$ cat config.mk
export PLATFORM = sky130hd
export DESIGN_NAME = multicycle_ctrl
export DESIGN_NICKNAME = d
export VERILOG_FILES = /design/src/rtl/multicycle_ctrl.sv
export SDC_FILE = /design/constraint.sdc
export NUM_CORES = 1
export LEC_CHECK = 0
export CAP_MARGIN = 40
export CORE_UTILIZATION = 51
export CTS_BUF_LIST = sky130_fd_sc_hd__clkbuf_4 sky130_fd_sc_hd__clkbuf_8
export DETAILED_ROUTE_END_ITERATION = 6
export PLACE_DENSITY = 0.86
export SYNTH_ARGS = -nofsm -noshare
export SYNTH_HDL_FRONTEND = slang
export SYNTH_SLANG_ARGS = --single-unit
$ cat constraint.sdc
create_clock -name clk -period 2.35 [get_ports clk]
set_clock_uncertainty 0.05 [all_clocks]
set_input_delay 0.705 -clock clk [delete_from_list [all_inputs] [get_ports clk]]
set_output_delay 0.705 -clock clk [all_outputs]
set_load 0.02 [all_outputs]
$ cat src/rtl/multicycle_ctrl.sv
// multicycle_ctrl: control FSM for the multicycle LEGv8 core.
// Sequences FETCH/DECODE/EXEC/MEM/WB over a shared memory port with a
// ready handshake and a wait timeout. It flags illegal opcodes and counts
// retired instructions.
//
// Ports:
//   clk, reset      rising-edge clock, asynchronous active-high reset
//   Op[10:0]        IR[31:21]; decoded and latched in DECODE
//   Zero            ALU zero flag, used for CBZ/CBNZ in EXEC
//   mem_ready       memory completes the current request this cycle
//   IRWrite..RegWrite  datapath controls (Moore on state/class/Zero/mem_ready)
//   state[2:0]      FETCH=0 DECODE=1 EXEC=2 MEM=3 WB=4 ERR=5
//   illegal         sticky, undecodable opcode seen
//   mem_timeout     sticky, mem_ready not seen within TIMEOUT cycles
//   instret         retired-instruction counter (wraps)
module multicycle_ctrl #(
  parameter int unsigned TIMEOUT = 15,
  parameter int unsigned CNT_W   = 32
) (
  input  logic             clk,
  input  logic             reset,
  input  logic [10:0]      Op,
  input  logic             Zero,
  input  logic             mem_ready,
  output logic             IRWrite,
  output logic             PCWrite,
  output logic             PCSrc,
  output logic             IorD,
  output logic             Reg2Loc,
  output logic             ALUSrc,
  output logic [1:0]       ALUOp,
  output logic             MemRead,
  output logic             MemWrite,
  output logic             MemtoReg,
  output logic             RegWrite,
  output logic [2:0]       state,
  output logic             illegal,
  output logic             mem_timeout,
  output logic [CNT_W-1:0] instret
);

  localparam int unsigned WAIT_W = (TIMEOUT > 1) ? $clog2(TIMEOUT) : 1;
  localparam logic [WAIT_W-1:0] WAIT_LAST = WAIT_W'(TIMEOUT - 1);

  typedef enum logic [2:0] {
    ST_FETCH  = 3'd0,
    ST_DECODE = 3'd1,
    ST_EXEC   = 3'd2,
    ST_MEM    = 3'd3,
    ST_WB     = 3'd4,
    ST_ERR    = 3'd5
  } state_t;

  typedef enum logic [3:0] {
    CL_NONE, CL_R, CL_I, CL_LD, CL_ST, CL_CBZ, CL_CBNZ, CL_B, CL_ILL
  } class_t;

  state_t            r_state;
  class_t            r_class;
  class_t            w_class;
  logic [WAIT_W-1:0] r_wait;
  logic [CNT_W-1:0]  r_instret;
  logic              r_illegal;
  logic              r_timeout;
  logic              w_ready;

  // Reset forces the mem_ready=0 view so FETCH never issues IRWrite/PCWrite
  // while reset is held.
  assign w_ready = mem_ready & ~reset;

  always_comb begin
    w_class = CL_ILL;
    casez (Op)
      11'b1?0_0101_1000: w_class = CL_R;
      11'b10?_0101_0000: w_class = CL_R;
      11'b1?0_1000_100?: w_class = CL_I;
      11'b111_1100_0010: w_class = CL_LD;
      11'b111_1100_0000: w_class = CL_ST;
      11'b101_1010_0???: w_class = CL_CBZ;
      11'b101_1010_1???: w_class = CL_CBNZ;
      11'b000_101?_????: w_class = CL_B;
      default:           w_class = CL_ILL;
    endcase
  end

  always_ff @(posedge clk or posedge reset) begin
    if (reset) begin
      r_state   <= ST_FETCH;
      r_class   <= CL_NONE;
      r_wait    <= '0;
      r_instret <= '0;
      r_illegal <= 1'b0;
      r_timeout <= 1'b0;
    end else begin
      r_wait <= '0;
      case (r_state)
        ST_FETCH: begin
          if (w_ready) begin
            r_state <= ST_DECODE;
          end else if (r_wait == WAIT_LAST) begin
            r_state   <= ST_ERR;
            r_timeout <= 1'b1;
          end else begin
            r_wait <= r_wait + WAIT_W'(1);
          end
        end
        ST_DECODE: begin
          r_class <= w_class;
          if (w_class == CL_ILL) begin
            r_state   <= ST_ERR;
            r_illegal <= 1'b1;
          end else begin
            r_state <= ST_EXEC;
          end
        end
        ST_EXEC: begin
          case (r_class)
            CL_R, CL_I:    r_state <= ST_WB;
            CL_LD, CL_ST:  r_state <= ST_MEM;
            CL_CBZ, CL_CBNZ, CL_B: begin
              r_state   <= ST_FETCH;
              r_instret <= r_instret + CNT_W'(1);
            end
            default:       r_state <= ST_ERR;
          endcase
        end
        ST_MEM: begin
          if (w_ready) begin
            if (r_class == CL_LD) begin
              r_state <= ST_WB;
            end else begin
              r_state   <= ST_FETCH;
              r_instret <= r_instret + CNT_W'(1);
            end
          end else if (r_wait == WAIT_LAST) begin
            r_state   <= ST_ERR;
            r_timeout <= 1'b1;
          end else begin
            r_wait <= r_wait + WAIT_W'(1);
          end
        end
        ST_WB: begin
          r_state   <= ST_FETCH;
          r_instret <= r_instret + CNT_W'(1);
        end
        ST_ERR:  r_state <= ST_ERR;
        default: r_state <= ST_ERR;
      endcase
    end
  end

  always_comb begin
    IRWrite  = 1'b0;
    PCWrite  = 1'b0;
    PCSrc    = 1'b0;
    IorD     = 1'b0;
    Reg2Loc  = 1'b0;
    ALUSrc   = 1'b0;
    ALUOp    = 2'b00;
    MemRead  = 1'b0;
    MemWrite = 1'b0;
    MemtoReg = 1'b0;
    RegWrite = 1'b0;
    case (r_state)
      ST_FETCH: begin
        MemRead = 1'b1;
        if (w_ready) begin
          IRWrite = 1'b1;
          PCWrite = 1'b1;
        end
      end
      ST_EXEC: begin
        case (r_class)
          CL_R: ALUOp = 2'b10;
          CL_I: begin
            ALUSrc = 1'b1;
            ALUOp  = 2'b11;
          end
          CL_LD: ALUSrc = 1'b1;
          CL_ST: begin
            ALUSrc  = 1'b1;
            Reg2Loc = 1'b1;
          end
          CL_CBZ, CL_CBNZ: begin
            Reg2Loc = 1'b1;
            ALUOp   = 2'b01;
            PCSrc   = 1'b1;
            PCWrite = (r_class == CL_CBZ) ? Zero : ~Zero;
          end
          CL_B: begin
            PCSrc   = 1'b1;
            PCWrite = 1'b1;
          end
          default: ;
        endcase
      end
      ST_MEM: begin
        IorD   = 1'b1;
        ALUSrc = 1'b1;
        if (r_class == CL_LD) MemRead = 1'b1;
        if (r_class == CL_ST) begin
          MemWrite = 1'b1;
          Reg2Loc  = 1'b1;
        end
      end
      ST_WB: begin
        RegWrite = 1'b1;
        MemtoReg = (r_class == CL_LD);
      end
      default: ;
    endcase
  end

  assign state       = r_state;
  assign illegal     = r_illegal;
  assign mem_timeout = r_timeout;
  assign instret     = r_instret;

endmodule

# Word level (Yosys, flattened, before mapping)
# Cells that the tools add are included.
[classes]
addsub = 2
mul = 0
div = 0
magnitude_cmp = 0
eq_ne = 24
n_shift = 0
n_mux = 35
bitwise_logic = 4
reduce_logical = 13
[ops]
columns = ["cell", "count"]
rows = [
  ["32-bit two-way mux", 3],
  ["32-bit case mux with 3 select lines", 1],
  ["32-bit by 1-bit adder with 32-bit output (second input constant)", 1],
  ["4-bit case mux with 7 select lines", 1],
  ["11-bit == test (second input constant)", 2],
  ["10-bit == test (second input constant)", 2],
  ["4-bit by 3-bit == test with 1-bit output (second input constant)", 4],
  ["8-bit == test (second input constant)", 2],
  ["3-bit two-way mux", 5],
  ["3-bit case mux with 5 select lines", 1],
  ["1-bit two-way mux", 13],
  ["4-bit two-way mux", 3],
  ["1-bit case mux with 2 select lines", 5],
  ["2-bit OR reduction", 5],
  ["9-bit == test (second input constant)", 1],
  ["3-bit case mux with 3 select lines", 1],
  ["3-bit OR reduction", 3],
  ["4-bit by 2-bit == test with 1-bit output (second input constant)", 2],
  ["4-bit == test (second input constant)", 2],
  ["3-bit by 2-bit == test with 1-bit output (second input constant)", 2],
  ["6-bit by 3-bit == test with 1-bit output (second input constant)", 1],
  ["2-bit inequality test (second input constant)", 3],
  ["2-bit case mux with 3 select lines", 1],
  ["4-bit by 1-bit adder with 4-bit output (second input constant)", 1],
  ["other kinds (11)", 13],
]
[totals]
ff_bits = 45
latchBits = 0
ram_bits = 0
mem_bits_ro = 0
out_inout_bits = 49
elab_cells = 84
memories = 0

# Logic depth before layout (Yosys ltp)
[logic_depth]
word_depth = 6
mapped_depth = 7
ltp_nobuf = 7

# Least setup slack after synthesis
# OpenSTA, ideal clock, no wires.
[synth_path]
path_kind = "reg-to-output"
from = "reg r_state[0], in the netlist state[0]"
to = "out PCWrite"
arrival_ps = 1887
t_required_ps = 1595
slack_ps = -292
stages_incl_launch_ff = 5
path_buffers = 1
path_cell_list = "dfrtp_1 -> clkbuf_1 -> or2_1 -> nor3_1 -> o21bai_1"
[synth_between]
elab_chain_cells = 2
word_cells_on_any_way = 3
cone_classes = "1 x eq/ne; 1 x mux; 1 x reduce/logical"
[synth_lines]
columns = ["element", "line_no", "source"]
rows = [
  ["from (decl)", "58", "state_t r_state;"],
  ["from (signal assigned)", "88", "r_state <= ST_FETCH;"],
  ["from (signal assigned)", "99", "r_state <= ST_DECODE;"],
  ["from (signal assigned)", "101", "r_state <= ST_ERR;"],
  ["3-bit by 2-bit == test with 1-bit output or 3-bit logical NOT (tied branches)", "164", "case (r_state)"],
  ["1-bit case mux with 2 select lines *", "164", ""],
  ["to (decl)", "26", "output logic PCWrite,"],
]
# Every way passes the cells marked *; elsewhere a longest branch is shown, timed or not.

# Worst setup path after layout
[layout_path]
from = "reg r_state[0], in the netlist state[0]"
to = "out Reg2Loc"
[layout_between]
elab_chain_cells = 2
word_cells_on_any_way = 3
cone_classes = "2 x eq/ne; 1 x mux"
[layout_lines]
columns = ["element", "line_no", "source"]
rows = [
  ["3-bit by 2-bit == test with 1-bit output", "164", ""],
  ["1-bit case mux with 2 select lines *", "164", ""],
  ["to (decl)", "29", "output logic Reg2Loc,"],
]
# Marked as above.

==> impl_metrics.py <==
metrics = {
    "power": {
        "peakVddDrop_mv": 0.496,
        "power.leakage_nw": 1.66,
        "power_density_nw_per_um2": 697,
    },
    "die": {
        "core-area_sq_um": 4750,
        "die_w_microns": 72.5,
        "dieArea_sq_um": 5260,
        "start_util_pct": 53.4,
        "io_pins": 64,
        "chipHeight_microns": 72.5,
        "num_rows": 25,
    },
    "yosys": {
        "syn_area_sq_um": 2540,
        "ys_seq_elements": 45,
        "syn-mean-instance-area_sq_um": 10.0,
        "synth_warnings": 0,
        "synthArstFlopShare_pct": 100,
        "synth.area.top_cells": "dfrtp_1 (44%), xnor2_1 (7.6%), xor2_1 (4.1%), nand2_1 (3.1%), nand3_1 (3.0%)",
        "synth_commonest_cells": "dfrtp_1 (45), xnor2_1 (22), nand2_1 (21), nand3_1 (15), nor2_1 (15)",
        "syn_inst": 253,
        "yosysSeqAreaShare_pct": 44.4,
        "yosysUniqueCellTypes": 55,
        "synth_edf_count": 0,
        "synth-main-ff-cell": "dfrtp_1",
        "synth_top_area_cell": "dfrtp_1",
        "synth_top_area_share_pct": 44.4,
        "yosysMostFrequentCell": "dfrtp_1",
        "syn_nets": 271,
    },
    "placed_design": {
        "dp_slack_ns": -0.585,
        "gp_congestion": 0.959,
        "placedCellCount": 423,
        "io_buffers": 63,
        "place_hpwl_mm": 4.68,
    },
    "critical_path": {
        "r2r_end": "instret[30]",
        "cp_slowest_cell": "dfrtp_2",
        "cp_data_arrival_time_ns": 1.55,
        "crit_type": "reg -> out",
        "reg2reg_from": "state[2]",
        "critPathBufInv": 1,
        "critPathCaptureType": "primary output",
        "worst_ep_required_time_ns": 1.59,
        "rrSetupSlack_ns": 0.05,
        "startpoint_type": "flip-flop",
        "max_stage_delay_ns": 0.47,
        "worstPathCellList": "maj3_2, nor4b_2, buf_4",
        "crit_start": "state[0]",
        "critPathMaxFanout": 6,
        "crit_cells": 3,
        "critPathTopFamily": "flip-flops",
        "worstSetupEndpoint": "Reg2Loc",
        "rr_worst_depth": 10,
    },
    "final_layout": {
        "instances_no_fill": 433,
        "drive_gt1_share_pct": 26.2,
        "fillers": 310,
        "area_growth_pct": 47.1,
        "nNetsFinal": 383,
        "antennaDiodeCount": 0,
    },
    "clock_tree": {
        "clk_pin_slew_ns": 0.09,
        "cts-root-buf": "clkbuf_8",
        "cts_tree": "built",
        "cts_max_path_buffers": 2,
        "clkLatencyLatePin_ns": 0.30,
        "cts.sinks": 45,
        "htree_num_levels": 2,
        "cts_made_buffers": 5,
    },
    "global_routing": {
        "grt_antenna_before_repair": 0,
        "grt_pass1_vias": 2225,
        "track_usage_pct": 25.7,
        "grt_start_max_net_pins": 46,
        "grt-ovfl-total": 0,
        "grt_pass1_wl_mm": 10.5,
    },
    "outcome": {
        "status": "complete, no violations",
    },
    "detailed_routing": {
        "vias": 2420,
        "drt_pass1_iterations": 4,
        "ant_nets": 0,
        "vias_per_cell": 5.59,
        "remaining_drc_errors": 0,
        "routed_wirelength_mm": 6.56,
        "drtIter0Drc": 185,
        "wire_per_inst_microns": 15.2,
    },
    "sta": {
        "maxSlewViolCount": 0,
        "slew-limit-headroom_pct": 57.1,
        "timing.hold.ws_ns": 0.427,
        "timing.final.ws_setup_ns": 0.0491,
        "tightest_slew_ns": 0.639,
        "max_freq_mhz": 435,
        "period_needed_ns": 2.30,
        "hold_viol_final": 0,
        "finalSetupViolations": 0,
        "min_period_over_period_pct": 97.9,
    },
    "worst_hold_path": {
        "hp-start": "instret[31]",
        "min_path_type": "reg -> reg",
    },
    "flow_run": {
        "maxCapViolCount": 0,
    },
}
## how the worst min path moves through the flow
| stage | to | slack, ns | cells after the start |
|---|---|---|---|
| 6_report | instret[31] | 0.43 | 1 |
| 5_1_grt | instret[31] | 0.45 | 1 |
| 4_1_cts | instret[31] | 0.43 | 1 |
| 3_5_place_dp | illegal | 0.41 | 1 |
| 3_3_place_gp | instret[31] | 0.41 | 1 |
| 2_1_floorplan | r_wait[0] | 0.40 | 1 |
## registers in the layout, summed over array words and instances, names as in the netlist
name / cells
illegal: 1
instret: 32
mem_timeout: 1
state: 3
r_wait: 4
r_class: 4
## placed cells by master, fill, tap and decap left out, types with 5 or more instances in the layout
cell             count
nand4_1             12
nand2_1             21
dfrtp_1             40
buf_4               52
nand2b_1             6
and2_1               6
clkbuf_8             6
a21oi_1              9
buf_2                5
nor2_1              13
nand3_1             15
dfrtp_2              5
xor2_1              12
clkdlybuf4s50_1     48
and3_1               9
xnor2_1             22
## power breakdown
part           internal, mW  switching, mW  total (mW)
registers             0.876          0.155        1.03
logic                 0.495          0.463       0.958
clock network         0.346          0.269       0.614
## worst reg2reg max path, delay by kind of cell, from the launching register on
| kind | cells | cell delay [ns] |
|---|---|---|
| flops | 1 | 0.44 |
| simple gates | 3 | 0.75 |
| buf+inv | 5 | 0.67 |
| compound gates | 1 | 0.13 |
| xor+xnor | 1 | 0.19 |
## repair_timing
item / CTS / global route
buffers inserted: 1 / 1
gates resized for setup: 51 / 20
pin swaps: 2 / 7
setup endpoints to repair: 13 / 13
hold buffers: 0 / 0
## cells by family after synthesis
group / count (synthesis) / share of synthesized area, %
AO/OA/AOI/OAI: 34 / 9.47
XOR/XNOR: 34 / 11.7
adder cells (fa/ha/maj): 4 / 1.87
buffers and inverters: 13 / 2.47
flip-flops: 45 / 44.4
multiplexers: 3 / 1.23
AND/OR/NAND/NOR: 120 / 28.8
## layout make-up
cell class | count | area (sq um) | area share [%]
Multi-Input combinational cell | 195 | 1410 | 37.7
Timing Repair Buffer | 113 | 972 | 26.0
Clock buffer | 6 | 82.6 | 2.21
Sequential cell | 45 | 1130 | 30.3
Tap cell | 67 | 83.8 | 2.25
Clock inverter | 2 | 37.5 | 1.01
Inverter | 5 | 18.8 | 0.503
## through the flow
step           cell area (sq um)  util, %  power, mW  TNS (ns)
6_report                    3730     78.5       2.60         0
3_3_place_gp                3590     75.6       1.91     -5.71
2_1_floorplan               2550        -       1.50   -0.0848
5_1_grt                     3730     78.5       2.73   -0.0559
3_5_place_dp                3590     75.6       1.93     -7.42
4_1_cts                     3710     78.1       2.55         0
## metal layers
layer	GRT usage (%)	share of wire (%)
met1	34.5	44
met2	42.3	50
met3	4.44	4.4
met4	8.50	1.6
met5	0	0
No activity file was read; power rests on OpenSTA's default activity.
